<file path="src/rtl/autosym_pkg.sv">
// Shared types and helpers for the autosymmetric function evaluator.
package autosym_pkg;

    // Operating states of the evaluator control FSM.
    typedef enum logic [1:0] {
        ST_CFG   = 2'd0,
        ST_RUN   = 2'd1,
        ST_DRAIN = 2'd2
    } state_t;

    // Address width for n entries, never narrower than one bit so that
    // single-row configurations still have a legal port.
    function automatic int clog2_min1(input int n);
        return (n <= 2) ? 1 : $clog2(n);
    endfunction

endpackage

</file>
<file path="src/rtl/autosym_eval_pipe_gf2_matvec.sv">
// Combinational GF(2) projection r = A*x: each reduced bit is the parity of
// the input bits selected by its matrix row.
module gf2_matvec
    import autosym_pkg::*;
#(
    parameter int N_IN = 11,
    parameter int K    = 8
) (
    input  logic [K-1:0][N_IN-1:0] mat,
    input  logic [N_IN-1:0]        x,
    output logic [K-1:0]           r
);

    // AND each row with x, then XOR-reduce to a single reduced bit.
    always_comb begin
        r = '0;
        for (int i = 0; i < K; i++) begin
            r[i] = ^(mat[i] & x);
        end
    end

endmodule

</file>
<file path="src/rtl/autosym_eval_pipe.sv">
// Streaming evaluator f(x) = f_r(A*x): a programmable XOR projection followed
// by a programmable truth-table lookup, two register stages, valid/ready
// handshake, and a drain-before-reconfigure control FSM.
module autosym_eval_pipe
    import autosym_pkg::*;
#(
    parameter int N_IN  = 11,
    parameter int K     = 8,
    parameter int N_OUT = 1
) (
    input  logic                     clk,
    input  logic                     rst,
    input  logic                     in_valid,
    output logic                     in_ready,
    input  logic [N_IN-1:0]          in_x,
    output logic                     out_valid,
    input  logic                     out_ready,
    output logic [N_OUT-1:0]         out_y,
    input  logic                     cfg_req,
    output logic                     cfg_mode,
    input  logic                     mat_we,
    input  logic [clog2_min1(K)-1:0] mat_addr,
    input  logic [N_IN-1:0]          mat_data,
    input  logic                     tt_we,
    input  logic [K-1:0]             tt_addr,
    input  logic [N_OUT-1:0]         tt_data,
    input  logic                     cfg_done
);

    localparam int AW       = clog2_min1(K);
    localparam int TT_DEPTH = 1 << K;

    state_t                 state;
    state_t                 state_nxt;

    logic [K-1:0][N_IN-1:0] mat;
    logic [N_OUT-1:0]       tt [TT_DEPTH];

    logic [K-1:0]           r_p0;
    logic [K-1:0]           r_p1;
    logic                   vld_p1;
    logic [N_OUT-1:0]       y_p2;
    logic                   vld_p2;

    logic                   advance;
    logic                   accept;
    logic                   cfg_wr_ok;
    logic                   pipe_empty;

    // Whole pipeline moves together unless the output register is held.
    assign advance    = !vld_p2 || out_ready;
    assign in_ready   = (state == ST_RUN) && advance;
    assign accept     = in_valid && in_ready;
    assign cfg_wr_ok  = (state == ST_CFG);
    assign pipe_empty = !vld_p1 && !vld_p2;

    assign out_valid  = vld_p2;
    assign out_y      = y_p2;

    // Next-state logic: CFG -> RUN on cfg_done, RUN -> DRAIN on cfg_req,
    // DRAIN -> CFG once nothing is left in flight.
    always_comb begin
        state_nxt = state;
        case (state)
            ST_CFG:   if (cfg_done)   state_nxt = ST_RUN;
            ST_RUN:   if (cfg_req)    state_nxt = ST_DRAIN;
            ST_DRAIN: if (pipe_empty) state_nxt = ST_CFG;
            default:                  state_nxt = ST_CFG;
        endcase
    end

    // State register; cfg_mode is registered from the next state so it
    // always equals (state == CFG) without a decode after the flop.
    always_ff @(posedge clk or posedge rst) begin
        if (rst) begin
            state    <= ST_CFG;
            cfg_mode <= 1'b1;
        end else begin
            state    <= state_nxt;
            cfg_mode <= (state_nxt == ST_CFG);
        end
    end

    // Projection matrix: identity on the low K bits after reset; writes only
    // in CFG, and row addresses beyond K-1 match no row and are dropped.
    always_ff @(posedge clk or posedge rst) begin
        if (rst) begin
            for (int i = 0; i < K; i++) begin
                mat[i] <= N_IN'(1) << i;
            end
        end else if (mat_we && cfg_wr_ok) begin
            for (int i = 0; i < K; i++) begin
                if (mat_addr == AW'(i)) begin
                    mat[i] <= mat_data;
                end
            end
        end
    end

    // Truth table: cleared on reset, written only in CFG (pipeline empty).
    always_ff @(posedge clk or posedge rst) begin
        if (rst) begin
            for (int e = 0; e < TT_DEPTH; e++) begin
                tt[e] <= '0;
            end
        end else if (tt_we && cfg_wr_ok) begin
            tt[tt_addr] <= tt_data;
        end
    end

    gf2_matvec #(
        .N_IN (N_IN),
        .K    (K)
    ) u_matvec (
        .mat (mat),
        .x   (in_x),
        .r   (r_p0)
    );

    // Stage 1: capture the reduced vector of the accepted input.
    always_ff @(posedge clk or posedge rst) begin
        if (rst) begin
            vld_p1 <= 1'b0;
            r_p1   <= '0;
        end else if (advance) begin
            vld_p1 <= accept;
            if (accept) begin
                r_p1 <= r_p0;
            end
        end
    end

    // Stage 2: output register holding TT[r]; frozen while stalled.
    always_ff @(posedge clk or posedge rst) begin
        if (rst) begin
            vld_p2 <= 1'b0;
            y_p2   <= '0;
        end else if (advance) begin
            vld_p2 <= vld_p1;
            if (vld_p1) begin
                y_p2 <= tt[r_p1];
            end
        end
    end

endmodule

</file>
<file path="config.mk">
export PLATFORM = sky130hd
export DESIGN_NAME = autosym_eval_pipe
export DESIGN_NICKNAME = d
export VERILOG_FILES = /design/src/rtl/autosym_pkg.sv /design/src/rtl/autosym_eval_pipe_gf2_matvec.sv /design/src/rtl/autosym_eval_pipe.sv
export SDC_FILE = /design/constraint.sdc
export NUM_CORES = 1
export LEC_CHECK = 0
export ABC_AREA = 1
export ABC_CLOCK_PERIOD_IN_PS = 15000
export BUFFER_PORTS_ARGS = -buffer_cell sky130_fd_sc_hd__buf_2
export CAP_MARGIN = 20
export CORE_ASPECT_RATIO = 0.5
export CORE_UTILIZATION = 63
export CTS_BUF_LIST = sky130_fd_sc_hd__clkbuf_4 sky130_fd_sc_hd__clkbuf_8 sky130_fd_sc_hd__clkbuf_16
export CTS_CLUSTER_SIZE = 16
export DETAILED_ROUTE_END_ITERATION = 6
export PLACE_DENSITY = 0.85
export SLEW_MARGIN = 20
export SYNTH_ARGS = -nofsm -noshare
export SYNTH_HDL_FRONTEND = slang
export SYNTH_SLANG_ARGS = --single-unit
</file>
<file path="constraint.sdc">
create_clock -name clk -period 15 [get_ports clk]
set_input_delay 3 -clock clk [delete_from_list [all_inputs] [get_ports clk]]
set_output_delay 3 -clock clk [all_outputs]
set_load 0.005 [all_outputs]
</file>
==> run metrics <==
YS warnings 0; sequential share of power 39.9%; ys flop type dfrtp_1; die area 0.0293 mm2; CTS root buf clkbuf_16; worst path arrival time 3.59 ns; grt ovf 0; Leakage 8.38 nW; Logic pwr share 32.5%; initial core utilization 64.5%; Net Sw Frac 36.7%; period utilization 44.0%; Setup WS post-layout 8.41 ns; Reg clk slew, reported paths 0.07 ns; later-pin clock latency in the skew report 0.59 ns; clock net sink count 358; number of flops mapped to enable cells by yosys 0; post-synthesis compound-gate area fraction 11.3%; Final min period 6.59 ns; largest net degree at the start of global routing 161; WL final 47.1 mm; setup slack at placement 8.43 ns; initial DRC count 2,104; ant diodes 0; Setup CP Type input port to output pin; vias 15,796; mean post-synth cell area 7.92 um2; Max FO, Critical Path 4; Fin Setup TNS 0 ns; Ports 46; Row Count 43; Crit path required time 12.00 ns; status complete, no violations; post-synthesis adder-cell area fraction 0%; Hold Buf Count CTS 0; worst hold margin 0.484 ns; die width 241 um; critical path capture point type output pin; simple-gate share of the synthesized area 28.5%; post-DR wirelength/cell 17.8 um; Post-Syn Area 0.0180 mm2; total clock buffers created by CTS 31; P&R area growth vs syn 7.37%; ys async rst share 100%; Max Clock Skew 0.0142 ns; sequential share of the synthesized area 49.8%; routability cong. 0.908; post-synth net total 2,319; mux contribution to synthesized area 1.12%; post_cts resized 0; clock buffer depth 3; Cell Int Power 2.03 mW; Hold Fails Final Rpt 0; power per cell area 166 mW/mm2; critical path startpoint category input port; RSZ-0062 raised after global routing false; DP HPWL 28.1 mm; via count of the first global-routing pass 14,549; DRC Markers 0; first-pass GRT wire length 75.4 mm; Post-DRT Antenna Nets 0; CTS tree done; layout cells sized above 1 7.73%; worst slew pin tran 1.19 ns; Synth Area in XOR/XNOR 3.89%; 1st-pass router iterations 6; routed vias/inst 5.97; final net count 2,282; Core Area 0.0279 mm2; H-tree depth 1; Total Power 3.21 mW; largest family of logic cells by synthesized area simple AND/OR/NAND/NOR gates; Slew headroom 20.1%; Seq cells post-synth 358; worst hold path type register to register; Slew Viols, Final 0; clock network power share 27.5%; number of max-cap violations 0; distinct cell type count after synthesis 29; Finish-stage setup viols 0; initial antenna violation count 0; postcts setup bufs 0; Psw 1.18 mW; Mapped Cells 2,277; I/O Buffers 45; Max IR drop VDD 0.141 mV; global-route usage over all layers 32.8%; Die H 122 um; Peak Freq 0.152 GHz
metrics by stage:
stage / cells / utilization, % / area [um2]
after global placement: 2588 / 65.3 / 18200
after detailed placement: 2589 / 65.3 / 18200
after floorplan: 2277 / - / 18000
after CTS: 2645 / 69.3 / 19400
final: 2645 / 69.3 / 19400
after global routing: 2645 / 69.3 / 19400
worst max-delay path: stages:
cell and delay (ns):
buf_2 0.10, nor2_1 0.23, nor2_1 0.12, buf_2 0.15
placed cells by master, fill, tap and decap left out, types with 3 or more instances in the layout:
master     instances
nand2_1          653
xnor2_1           58
bufinv_16          5
nor2_2             8
inv_1             64
clkbuf_16         31
o21a_1            95
clkbuf_8           7
dfstp_2            9
buf_2             45
buf_4             20
clkinv_2           5
nand3_1          297
inv_2              8
clkinv_1           4
nor4_1             3
a21oi_1           96
dfrtp_1          347
o21ai_0          147
a31oi_1           17
nor2_1           280
xor2_1            22
mux2_2            18
clkbuf_4           7
routing by layer:
layer / track usage, % / share of wire (%) / vias to the layer above
met5: 0 / 0 / -
met1: 46.0 / 41 / 7551
met3: 5.62 / 9.2 / 133
li1: - / - / 7338
met4: 10.2 / 3.2 / 0
met2: 52.6 / 46 / 774
power by group through the flow:
stage	sequential (mW)	combinational (mW)	clock, mW
after CTS	1.28	1.03	0.884
after floorplan	1.25	0.797	0
after global placement	1.28	0.994	0
after global routing	1.30	1.13	0.923
after detailed placement	1.29	1.02	0
final	1.28	1.04	0.883
cell usage after synthesis (all sizes together), types with 4 or more instances:
master | number | area [um2]
a21oi | 96 | 480
a31oi | 17 | 106
buf | 85 | 473
clkbuf | 51 | 200
dfrtp | 349 | 8730
dfstp | 9 | 236
inv | 76 | 285
mux2 | 18 | 203
nand2 | 655 | 2460
nand3 | 297 | 1490
nor2 | 288 | 1100
nor3 | 4 | 42.5
o21a | 95 | 713
o21ai | 147 | 736
xnor2 | 58 | 508
xor2 | 22 | 193
state kept, by name, summed over array words and instances (netlist names):
signal / count
vld_p1: 1
mat: 88
out_valid: 1
tt: 256
r_p1: 8
out_y: 1
cfg_mode: 1
state: 2
path summary, 6_finish.rpt:
| path | startpoint | slack [ns] | cells past startpoint | end |
|---|---|---|---|---|
| worst max-delay path | out_ready | 8.41 | 4 | in_ready |
| worst min-delay path | mat[77] | 0.48 | 2 | mat[77] |
| worst max register to register | r_p1[0] | 11.68 | 14 | out_y |
| worst min register to register | mat[77] | 0.48 | 2 | mat[77] |
| max in group asynchronous | rst | 10.91 | 3 | tt[230] |
| min in group asynchronous | rst | 2.57 | 2 | mat[64] |
kinds of logic after synthesis:
kind of cell | after synthesis
flops | 358
compound gates | 355
xor+xnor | 80
simple gates | 1251
mux | 18
buf+inv | 215
layout make-up:
cell class,count,area [um2]
inverter,79,312
multi-input combinational,1704,8080
clock inverter,11,184
sequential,358,8970
fill,2161,8570
clock buffer,45,925
timing repair buffer,66,395
tap,382,478
Note: power is estimated with default switching activity, not from simulation.
